<file path="config.mk">
export PLATFORM = sky130hd
export DESIGN_NAME = bus_interconnect_nslave
export DESIGN_NICKNAME = d
export VERILOG_FILES = /design/src/rtl/bus_interconnect_nslave.sv
export SDC_FILE = /design/constraint.sdc
export NUM_CORES = 1
export LEC_CHECK = 0
export CORE_AREA = 2 2 229 231
export CTS_CLUSTER_DIAMETER = 150
export DETAILED_ROUTE_END_ITERATION = 16
export DIE_AREA = 0 0 231 233
export PLACE_DENSITY_LB_ADDON = 0.1
export SLEW_MARGIN = 20
export SYNTH_ARGS = -nofsm -noshare
export SYNTH_HDL_FRONTEND = slang
export SYNTH_SLANG_ARGS = --single-unit
</file>
<file path="constraint.sdc">
create_clock -name clk -period 5.8 [get_ports clk]
set_input_delay 0.87 -clock clk [delete_from_list [all_inputs] [get_ports clk]]
set_output_delay 0.87 -clock clk [all_outputs]
set_load 0.03 [all_outputs]
</file>
<file path="src/rtl/bus_interconnect_nslave.sv">
// rtl/bus_interconnect_nslave.sv - single-master, N-slave registered bus interconnect
// Optional access watchdog enabled by defining BUS_TIMEOUT_EN.
module bus_interconnect_nslave #(
    parameter int ADDR_W     = 64,
    parameter int DATA_W     = 64,
    parameter int N_SLAVES   = 4,
    parameter int REGION_W   = 4,
    parameter int REGION_LSB = 28,
    parameter int TIMEOUT    = 16
) (
    input  logic                         clk,
    input  logic                         reset,
    input  logic [ADDR_W-1:0]            m_address,
    input  logic [DATA_W-1:0]            m_WriteData,
    input  logic                         m_MemWrite,
    input  logic                         m_MemRead,
    output logic [DATA_W-1:0]            m_ReadData,
    output logic                         m_ready,
    output logic                         m_error,
    output logic [ADDR_W-1:0]            d_address,
    output logic [DATA_W-1:0]            d_WriteData,
    output logic [N_SLAVES-1:0]          d_MemWrite,
    output logic [N_SLAVES-1:0]          d_MemRead,
    input  logic [N_SLAVES*DATA_W-1:0]   d_ReadData,
    input  logic [N_SLAVES-1:0]          d_ready
);

    typedef enum logic [1:0] {
        S_IDLE   = 2'd0,
        S_ACCESS = 2'd1,
        S_RESP   = 2'd2
    } state_t;

    state_t               r_state;
    state_t               w_state_nxt;

    logic [ADDR_W-1:0]    r_addr;
    logic [DATA_W-1:0]    r_wdata;
    logic                 r_write;
    logic [REGION_W-1:0]  r_idx;
    logic [DATA_W-1:0]    r_rdata;
    logic                 r_err;

    logic                 w_req;
    logic [REGION_W-1:0]  w_idx;
    logic                 w_mapped;
    logic [DATA_W-1:0]    w_sel_rdata;
    logic                 w_sel_ready;
    logic                 w_expire;
    logic                 w_resp_load;
    logic                 w_resp_err;
    logic [DATA_W-1:0]    w_resp_data;
    logic [N_SLAVES-1:0]  w_wr_stb;
    logic [N_SLAVES-1:0]  w_rd_stb;

    assign w_req    = m_MemRead | m_MemWrite;
    assign w_idx    = m_address[REGION_LSB +: REGION_W];
    assign w_mapped = ({{(32-REGION_W){1'b0}}, w_idx} < 32'(N_SLAVES));

    // Only the captured slave's data and ready are ever looked at.
    always_comb begin
        w_sel_rdata = '0;
        w_sel_ready = 1'b0;
        for (int k = 0; k < N_SLAVES; k++) begin
            if (r_idx == REGION_W'(k)) begin
                w_sel_rdata = d_ReadData[k*DATA_W +: DATA_W];
                w_sel_ready = d_ready[k];
            end
        end
    end

`ifdef BUS_TIMEOUT_EN
    localparam int CNT_W = ($clog2(TIMEOUT + 1) > 8) ? $clog2(TIMEOUT + 1) : 8;

    logic [CNT_W-1:0] r_wait_cnt;

    // Held at zero outside ACCESS so every access starts counting from zero.
    always_ff @(posedge clk or posedge reset) begin
        if (reset) begin
            r_wait_cnt <= '0;
        end else if (r_state != S_ACCESS) begin
            r_wait_cnt <= '0;
        end else if (!w_sel_ready) begin
            r_wait_cnt <= r_wait_cnt + 1'b1;
        end
    end

    // A ready arriving in the expiry cycle takes priority in the FSM.
    assign w_expire = (r_state == S_ACCESS) && !w_sel_ready &&
                      (r_wait_cnt == CNT_W'(TIMEOUT - 1));
`else
    assign w_expire = 1'b0;
`endif

    always_ff @(posedge clk or posedge reset) begin
        if (reset) begin
            r_state <= S_IDLE;
        end else begin
            r_state <= w_state_nxt;
        end
    end

    always_comb begin
        w_state_nxt = r_state;
        w_resp_load = 1'b0;
        w_resp_err  = 1'b0;
        w_resp_data = '0;
        case (r_state)
            S_IDLE: begin
                if (w_req) begin
                    if (w_mapped) begin
                        w_state_nxt = S_ACCESS;
                    end else begin
                        w_state_nxt = S_RESP;
                        w_resp_load = 1'b1;
                        w_resp_err  = 1'b1;
                    end
                end
            end
            S_ACCESS: begin
                if (w_sel_ready) begin
                    w_state_nxt = S_RESP;
                    w_resp_load = 1'b1;
                    w_resp_data = r_write ? '0 : w_sel_rdata;
                end else if (w_expire) begin
                    w_state_nxt = S_RESP;
                    w_resp_load = 1'b1;
                    w_resp_err  = 1'b1;
                end
            end
            S_RESP: begin
                w_state_nxt = S_IDLE;
            end
            default: begin
                w_state_nxt = S_IDLE;
            end
        endcase
    end

    // Write wins when both request lines are raised together.
    always_ff @(posedge clk or posedge reset) begin
        if (reset) begin
            r_addr  <= '0;
            r_wdata <= '0;
            r_write <= 1'b0;
            r_idx   <= '0;
        end else if ((r_state == S_IDLE) && w_req) begin
            r_addr  <= m_address;
            r_wdata <= m_WriteData;
            r_write <= m_MemWrite;
            r_idx   <= w_idx;
        end
    end

    always_ff @(posedge clk or posedge reset) begin
        if (reset) begin
            r_rdata <= '0;
            r_err   <= 1'b0;
        end else if (w_resp_load) begin
            r_rdata <= w_resp_data;
            r_err   <= w_resp_err;
        end
    end

    // Strobes decode straight from state so reset drops them without a clock.
    always_comb begin
        w_wr_stb = '0;
        w_rd_stb = '0;
        for (int k = 0; k < N_SLAVES; k++) begin
            if ((r_state == S_ACCESS) && (r_idx == REGION_W'(k))) begin
                w_wr_stb[k] = r_write;
                w_rd_stb[k] = !r_write;
            end
        end
    end

    assign d_address   = r_addr;
    assign d_WriteData = r_wdata;
    assign d_MemWrite  = w_wr_stb;
    assign d_MemRead   = w_rd_stb;
    assign m_ReadData  = r_rdata;
    assign m_error     = r_err;
    assign m_ready     = (r_state == S_RESP);

endmodule
</file>
; ---- Word-level counts from Yosys, hierarchy flattened
; Index checks and enable logic that the tools add are counted.
; Widths: inputs -> output; s select.
[word_totals]
reg_bits = 200
input_bits = 392
word_cells = 53
[classes]
n_lt_le_gt_ge = 1
eq_ne = 7
n_mux = 28
bitwise_logic = 1
n_reduce_logical = 9
[op_table]
columns = op, count
row1 = $mux 64, 7
row2 = $mux 1, 16
row3 = $eq 4x2->1 const B, 2
row4 = $mux 2, 3
row5 = $logic_and 1x1->1, 5
row6 = $eq 4x1->1 const B, 1
row7 = $logic_not 4->1, 1
row8 = $lt 4x3->1 const B, 1
row9 = $ne 2x2->1 const B, 2
row10 = $pmux 2 s2, 1
row11 = $eq 2x1->1 const B, 1
row12 = $eq 2x2->1 const B, 1
row13 = $logic_not 2->1, 1
row14 = $pmux 1 s2, 1
row15 = $reduce_and 2->1, 1
row16 = $logic_not 1->1, 1
row17 = $or 1x1->1, 1

; ---- Depth between registers and ports, before layout
; Gate-level depths: netlist of the first run.
[depth]
word_depth = 8
depth_mapped = 7
ltp_nobuf = 4

; ---- Least setup slack after synthesis of the first run
; No wires, ideal clock.
[synth_timing]
path_type = register to output
startpoint = reg d_address[31] (netlist name)
endpoint = out d_MemRead[2]
arrival_time_ns = 1.941
required_ns = 4.930
path_slack_ns = 2.989
stages_incl_launch_ff = 5
n_path_buf = 2
cell_sequence = dfrtp_1 > or3b_1 > clkbuf_1 > clkbuf_1 > nor3_1
[synth_rtl]
columns = item, line_no
row1 = "end, declared", 23  ; output logic [N_SLAVES-1:0] d_MemRead,

==> results of run 1 <==
==> state kept, by name, summed over array words and instances (netlist names) <==
signal and flops:
m_error 1, r_write 1, d_WriteData 64, m_ReadData 64
d_address 64, r_state 2
==> stage by stage <==
| stage | area (µm²) | total power, mW |
|---|---|---|
| after floorplan | 9290 | 5.01 |
| after global placement | 15900 | 6.93 |
| after detailed placement | 15900 | 6.92 |
| after CTS | 16500 | 8.27 |
| after global routing | 16500 | 8.58 |
| final | 16500 | 8.10 |
==> critical path, stage by stage (launching register included) <==
cell and delay (ps):
dfrtp_2 400, buf_4 310, or3_1 540, or2_2 330, nor2_1 100, clkdlybuf4s50_1 680
==> area by class of cell <==
cell class | count | area (µm²)
fillers | 5216 | 34600
inverters | 3 | 15.0
repair buffers | 602 | 6030
clock buffers | 19 | 433
clock inverters | 13 | 164
flip-flops and latches | 196 | 4910
well taps | 680 | 851
diodes | 1 | 2.50
multi-input cells | 417 | 4060
==> path summary, 6_finish.rpt <==
check	cells past startpoint	from	endpoint	slack (ps)
max	5	d_address[29]	d_MemRead[1]	2090
min	1	m_error	m_error	480
max reg2reg	6	d_address[31]	m_ReadData[35]	2690
min reg2reg	1	m_error	m_error	480
max in group asynchronous	3	reset	m_ReadData[22]	3790
min in group asynchronous	2	reset	d_address[55]	840
==> kinds of logic after synthesis <==
group	Yosys count	share of synthesized area (%)
flip-flops	196	52.8
AND/OR/NAND/NOR	27	1.45
buffers and inverters	61	3.74
AO/OA/AOI/OAI	133	10.9
multiplexers	257	31.1
==> power by group through the flow <==
| stage | logic (mW) | registers, mW | clock network, mW |
|---|---|---|---|
| 3_3_place_gp | 4.67 | 2.26 | 0 |
| 3_5_place_dp | 4.65 | 2.27 | 0 |
| 6_report | 4.58 | 2.25 | 1.26 |
| 5_1_grt | 4.85 | 2.34 | 1.39 |
| 4_1_cts | 4.66 | 2.26 | 1.34 |
| 2_1_floorplan | 1.74 | 3.27 | 0 |
==> placed cells by master (no fill, tap or decap), types with 4 or more instances in the layout <==
| master | instances |
|---|---|
| o22ai_1 | 63 |
| dfrtp_1 | 194 |
| mux2i_1 | 4 |
| nor2_1 | 5 |
| buf_4 | 7 |
| nand2_1 | 6 |
| clkbuf_16 | 17 |
| mux2_2 | 253 |
| nor3_1 | 6 |
| inv_6 | 5 |
| o2bb2ai_1 | 63 |
| clkdlybuf4s50_1 | 593 |
==> per-layer routing <==
layer / routed length [µm] / part of all wire (%)
met1: 15500 / 38
met2: 19500 / 49
met3: 4500 / 11
met4: 688 / 1.7
met5: 22 / 0.055
==> flow_summary.json, run 1 <==
{
  "worstPathMaxFanout": 66,
  "ys.warnings.count": 0,
  "post-synth-top-count-cell": "mux2_2",
  "drt-initial-drc-count": 275,
  "ant_nets": 0,
  "ys_top_cells_by_count": "253 x mux2_2, 196 x dfrtp_1, 63 x o22ai_1, 63 x o2bb2ai_1, 22 x clkbuf_1",
  "dp_slack_ps": 2520,
  "drc_errors": 0,
  "switching_share_pct": 41.8,
  "ys_types": 27,
  "min_path_type": "register to register",
  "finalMaxSlewViolations": 0,
  "synthArstFlopShare_pct": 100,
  "hold_buffers": 0,
  "fin_crit_sh_pct": 64.0,
  "worst-endpoint-required_ps": 4930,
  "htreeDepth": 4,
  "clock.fmax_mhz": 269,
  "path_class": "register to primary output",
  "wl_per_cell_um": 20.8,
  "globalRouteOverflowTotal": 0,
  "finalHoldViolations": 0,
  "cts.clk_slew.worst_paths_ps": 70,
  "clk_path_buf_depth": 2,
  "grt_pass1_vias": 8625,
  "post_cts.repair.setup_buffers": 0,
  "pin_count": 594,
  "dieArea_um2": 53800,
  "die_h_um": 233,
  "setup_viol": 0,
  "final_core_util_pct": 32.2,
  "grt_pass1_wl_mm": 57.6,
  "synthToLayoutAreaGrowth_pct": 77.2,
  "grt_antenna_before_repair": 3,
  "clk_latency_ps": 490,
  "final_cells": 1931,
  "powerDensity_nw_per_um2": 492,
  "place_congestion": 0.790,
  "cap_violations": 0,
  "synth_ff_type": "dfrtp_1",
  "dp_cells": 1898,
  "tightest_slew_ps": 991,
  "cts-root-buf": "clkbuf_16",
  "cell_internal_pwr_mw": 4.71,
  "grt_max_degree": 127,
  "grt_use_met3_pct": 7.66,
  "comb_power_share_pct": 56.6,
  "pwr-share-seq_pct": 27.8,
  "synth-edff-count": 0,
  "tns_ps": 0,
  "yosysSeqAreaShare_pct": 52.8,
  "die_w_um": 231,
  "routed_wl_mm": 40.2,
  "use_met2_pct": 24.6,
  "clock_sinks": 196,
  "maxSlewHeadroom_pct": 33.9,
  "drt-pass1-iter-count": 4,
  "worst_ep_arrival_time_ps": 2840,
  "vias": 7877,
  "rsz0062_at_grt": "false",
  "nNetsFinal": 1629,
  "p_clk_share_pct": 15.6,
  "cp-end-kind": "primary output",
  "drive_above_1_share_pct": 24.2,
  "globalRouteMet1Util_pct": 16.2,
  "synth_top_cell_area_share_pct": 52.8,
  "place_hpwl_mm": 30.2,
  "ys_ff_latch": 196,
  "cts_tree": "built",
  "synthCells": 674,
  "p_sw_mw": 3.39,
  "top_usage_layer": "met2",
  "synth_nets": 1066,
  "cts_buffers": 17,
  "core.rowCount": 83,
  "setup_ws_ps": 2090,
  "post-synth-top-area-cell": "dfrtp_1",
  "portBuffers": 593,
  "grtUsageTotal_pct": 14.8,
  "skew_ps": 13.2,
  "yosys-top-cells-area": "dfrtp_1 53%, mux2_2 31%, o2bb2ai_1 5.9%",
  "crit_path_start_kind": "register",
  "fin_crit_ps": 3710,
  "vdd_drop_max_mv": 0.334,
  "status": "finished, final reports clean",
  "holdWs_ps": 485,
  "syn_avg_cell_area_um2": 13.8,
  "initial_core_util_pct": 18.2,
  "core_area_um2": 51100,
  "cts_resized": 0,
  "via_per_inst": 4.08,
  "p_leak_nw": 6.30,
  "synth.cell_area_um2": 9290
}
(Power assumes the default switching activity.)
==> run 2: changes to the inputs <==
- clock period: 5.8 -> 3.6 ns (I/O delays scaled with it)
==> run 2 against run 1 <==
  * Non-clock buffer count rose by 5
  * Global-route usage barely moved
  * Largest cell class unchanged
  * Setup slack got worse by 1500 ps
  * Critical path depth fell by 1
  * Register-to-register slack got worse by 1700 ps
  * Sequential power rose by 60%
  * Worst hold slack got worse by 39 ps
==> flow_summary.json, run 2 (synthesis gave the netlist of run 1 again) <==
{
  "drt-pass1-iter-count": 4,
  "htreeDepth": 4,
  "cts.clk_slew.worst_paths_ps": 80,
  "grt_max_degree": 130,
  "place_hpwl_mm": 30.5,
  "setup_viol": 0,
  "mostFrequentLayoutCell": "clkdlybuf4s50_1",
  "globalRouteOverflowTotal": 0,
  "drc_errors": 0,
  "clk_path_buf_depth": 2,
  "setup_ws_ps": 561,
  "clock_sinks": 196,
  "status": "finished, final reports clean",
  "dieArea_um2": 53800,
  "clk_latency_ps": 480,
  "drive_above_1_share_pct": 24.5,
  "final_cells": 1936,
  "cap_violations": 0,
  "r2r_end": "m_ReadData[38]",
  "tns_ps": 0,
  "stdcell_area_um2": 16600,
  "die_w_um": 231,
  "finalMaxSlewViolations": 0,
  "cts_tree": "built",
  "synthToLayoutAreaGrowth_pct": 78.2,
  "cts-root-buf": "clkbuf_16",
  "cp-end-kind": "primary output",
  "finalHoldViolations": 0,
  "r2r_start": "d_address[29]",
  "ant_nets": 0,
  "worst_ep_arrival_time_ps": 2500,
  "portBuffers": 593,
  "r2r_cells": 6,
  "grt_pass1_vias": 8577,
  "grtUsageTotal_pct": 14.7,
  "worstPathMaxFanout": 11,
  "hold_buffers": 0,
  "place_area_um2": 15900,
  "holdWs_ps": 446,
  "rsz0062_at_grt": "false",
  "p_leak_nw": 6.35,
  "initial_core_util_pct": 18.2,
  "die_h_um": 233,
  "skew_ps": 12.3,
  "critPathLaunch": "d_address[29]",
  "path_class": "register to primary output",
  "cts_buffers": 17,
  "wl_per_cell_um": 20.7,
  "pin_count": 594,
  "vdd_drop_max_mv": 0.452,
  "p_total_mw": 13.1,
  "nNetsFinal": 1634,
  "clock.fmax_mhz": 329,
  "core.rowCount": 83,
  "worst-endpoint-required_ps": 3060,
  "grt_pass1_wl_mm": 57.7,
  "dp_cells": 1903,
  "final_cell_mix": "593 x clkdlybuf4s50_1, 253 x mux2_2, 194 x dfrtp_1, 63 x o22ai_1, 63 x o2bb2ai_1",
  "core_area_um2": 51100,
  "drt-initial-drc-count": 235,
  "powerDensity_nw_per_um2": 792,
  "grt_antenna_before_repair": 1,
  "maxSlewHeadroom_pct": 43.1,
  "dp_slack_ps": 992,
  "routed_wl_mm": 40.1,
  "min_path_type": "input port to asynchronous set/reset pin",
  "fin_crit_ps": 3040,
  "post_cts.repair.setup_buffers": 0,
  "fin_crit_sh_pct": 84.4,
  "via_per_inst": 4.06,
  "final_core_util_pct": 32.4,
  "place_congestion": 0.773,
  "vias": 7862,
  "crit_path_start_kind": "register",
  "cts_resized": 0,
  "tightest_slew_ps": 853,
  "regToRegSetupSlack_ps": 1020
}
[run 2: metal layers]
metal / up-vias / share of wire [%] / track usage [%]
met5: - / 0.030 / 0
met4: 2 / 1.4 / 4.31
met3: 30 / 11 / 7.61
met2: 354 / 49 / 24.9
met1: 3799 / 38 / 16.0
li1: 3677 / - / -
[run 2: power by group]
| group | internal [mW] | switching [mW] |
|---|---|---|
| Clock | 1.07 | 0.972 |
| Combinational | 3.51 | 3.96 |
| Sequential | 3.08 | 0.527 |
[run 2: worst max-delay path, stage by stage (launching register included)]
cell and delay [ps]:
dfrtp_2 380, buf_4 180, or3b_2 550, nor3_1 210
clkdlybuf4s50_1 700
[run 2: worst max path at each step]
stage                                 to
after global routing        d_MemRead[0]
after global placement     d_MemWrite[2]
final                       d_MemRead[3]
after detailed placement  m_ReadData[24]
after CTS                   d_MemRead[3]
after floorplan           d_WriteData[0]
[run 2: cell type report]
type,count,area [µm²]
well taps,680,851
multi-input cells,417,4060
fillers,5187,34500
clock buffers,20,447
clock inverters,12,160
repair buffers,607,6120
inverters,3,15.0
flip-flops and latches,196,4910
diodes,1,2.50
==> run 3: changes to the inputs <==
- clock period: 3.6 -> 2.8 ns (I/O delays scaled with it)
==> run 3 against run 2 <==
  * Final area up 0.31%
  * Final cell count up 0.46%
  * Worst hold slack worse by 7.3 ps
  * Wire length up 0.43%
  * Via count up 0.39%
  * Setup slack worse by 410 ps
  * Count of clock-buffer cells in the layout up 2
==> flow_summary.json, run 3 (synthesis gave the netlist of run 1 again) <==
{
  "finalMaxSlewViolations": 0,
  "tns_ps": 0,
  "cts_tree": "built",
  "cts-root-buf": "clkbuf_16",
  "synthToLayoutAreaGrowth_pct": 78.8,
  "clock_sinks": 196,
  "core.rowCount": 83,
  "critPathBufInv": 1,
  "pin_count": 594,
  "final_cell_mix": "585 x clkdlybuf4s50_1, 253 x mux2_2, 194 x dfrtp_1, 63 x o22ai_1, 63 x o2bb2ai_1",
  "cts.clk_slew.worst_paths_ps": 80,
  "htreeDepth": 4,
  "core_area_um2": 51100,
  "ant_nets": 0,
  "grt_max_degree": 115,
  "wl_per_cell_um": 20.7,
  "finalHoldViolations": 0,
  "p_total_mw": 16.9,
  "skew_ps": 11.1,
  "grt_pass1_vias": 8852,
  "nNetsFinal": 1642,
  "fin_crit_sh_pct": 94.5,
  "worst_ep_arrival_time_ps": 2230,
  "worst-endpoint-required_ps": 2380,
  "rsz0062_at_grt": "false",
  "slowest_delay_ps": 500,
  "mostFrequentLayoutCell": "clkdlybuf4s50_1",
  "status": "finished, final reports clean",
  "die_w_um": 231,
  "drive_above_1_share_pct": 25.3,
  "drt-pass1-iter-count": 4,
  "crit_chain": "or3_1 > or2_2 > nor2_1 > dlygate4sd2_1",
  "maxSlewHeadroom_pct": 44.2,
  "grt_antenna_before_repair": 5,
  "powerDensity_nw_per_um2": 1020,
  "final_core_util_pct": 32.5,
  "drt-initial-drc-count": 174,
  "via_per_inst": 4.06,
  "clk_path_buf_depth": 2,
  "grt_pass1_wl_mm": 58.3,
  "holdWs_ps": 439,
  "cap_violations": 0,
  "critPathTopFamily": "simple AND/OR/NAND/NOR gates",
  "worstPathMaxFanout": 5,
  "die_h_um": 233,
  "globalRouteOverflowTotal": 0,
  "routed_wl_mm": 40.2,
  "clock.fmax_mhz": 378,
  "min_path_type": "input port to asynchronous set/reset pin",
  "worst_path_max_delay_cell": "or3_1",
  "cts_buffers": 17,
  "fin_crit_ps": 2650,
  "cp-end-kind": "primary output",
  "hold_buffers": 0,
  "crit_path_start_kind": "register",
  "vdd_drop_max_mv": 0.677,
  "clk_latency_ps": 480,
  "drc_errors": 0,
  "tightest_slew_ps": 838,
  "grtUsageTotal_pct": 14.8,
  "dieArea_um2": 53800,
  "p_leak_nw": 6.42,
  "portBuffers": 593,
  "setup_viol": 0,
  "place_hpwl_mm": 30.8,
  "initial_core_util_pct": 18.2,
  "path_class": "register to primary output",
  "vias": 7893,
  "place_congestion": 0.784
}
==> run 3: stage by stage <==
| stage | cell area (µm²) | cells | setup slack, ps |
|---|---|---|---|
| 2_1_floorplan | 9290 | 674 | -152 |
| 3_3_place_gp | 16000 | 1911 | 377 |
| 3_5_place_dp | 16000 | 1911 | 382 |
| 4_1_cts | 16600 | 1943 | 18.8 |
| 5_1_grt | 16600 | 1944 | 38.1 |
| 6_report | 16600 | 1945 | 155 |
==> run 3: worst paths after layout <==
kind,startpoint,end,slack [ps],cells past startpoint
worst max-delay path,d_address[31],d_MemWrite[1],150,4
worst min-delay path,reset,d_address[15],440,3
worst max register to register,d_address[29],m_ReadData[57],520,6
worst min register to register,m_ReadData[28],m_ReadData[28],490,1
max in group asynchronous,reset,m_ReadData[23],1750,3
min in group clk,m_ReadData[28],m_ReadData[28],490,1
==> run 3: final cells by class <==
type	count	area, µm²
well taps	680	851
inverters	3	15.0
clock inverters	10	87.6
diodes	2	5.00
clock buffers	22	474
flip-flops and latches	196	4910
fillers	5222	34500
repair buffers	615	6200
multi-input cells	417	4060
==> run 3: repair_timing <==
action / 4_1_cts / 5_1_grt
endpoints found under the setup margin: 4 / 1
buffers inserted: 0 / 0
gates cloned: 0 / 0
gates resized for setup: 4 / 2
==> run 3: layer usage <==
metal / global-route usage, % / share of wire, % / vias to the layer above
met4: 5.67 / 2.6 / 6
li1: - / - / 3707
met3: 7.89 / 12 / 48
met1: 16.2 / 38 / 3762
met5: 0 / 0.099 / -
met2: 24.2 / 47 / 370
==> run 3: power by group <==
group / switching (mW) / leakage, nW / internal, mW
clock: 1.23 / 0.263 / 1.23
combinational: 5.18 / 3.73 / 4.63
sequential: 0.649 / 2.43 / 3.96
==> run 3: tightest hold or removal path, delay by kind of cell <==
family   cells  cell delay [ps]
buf+inv      3              970
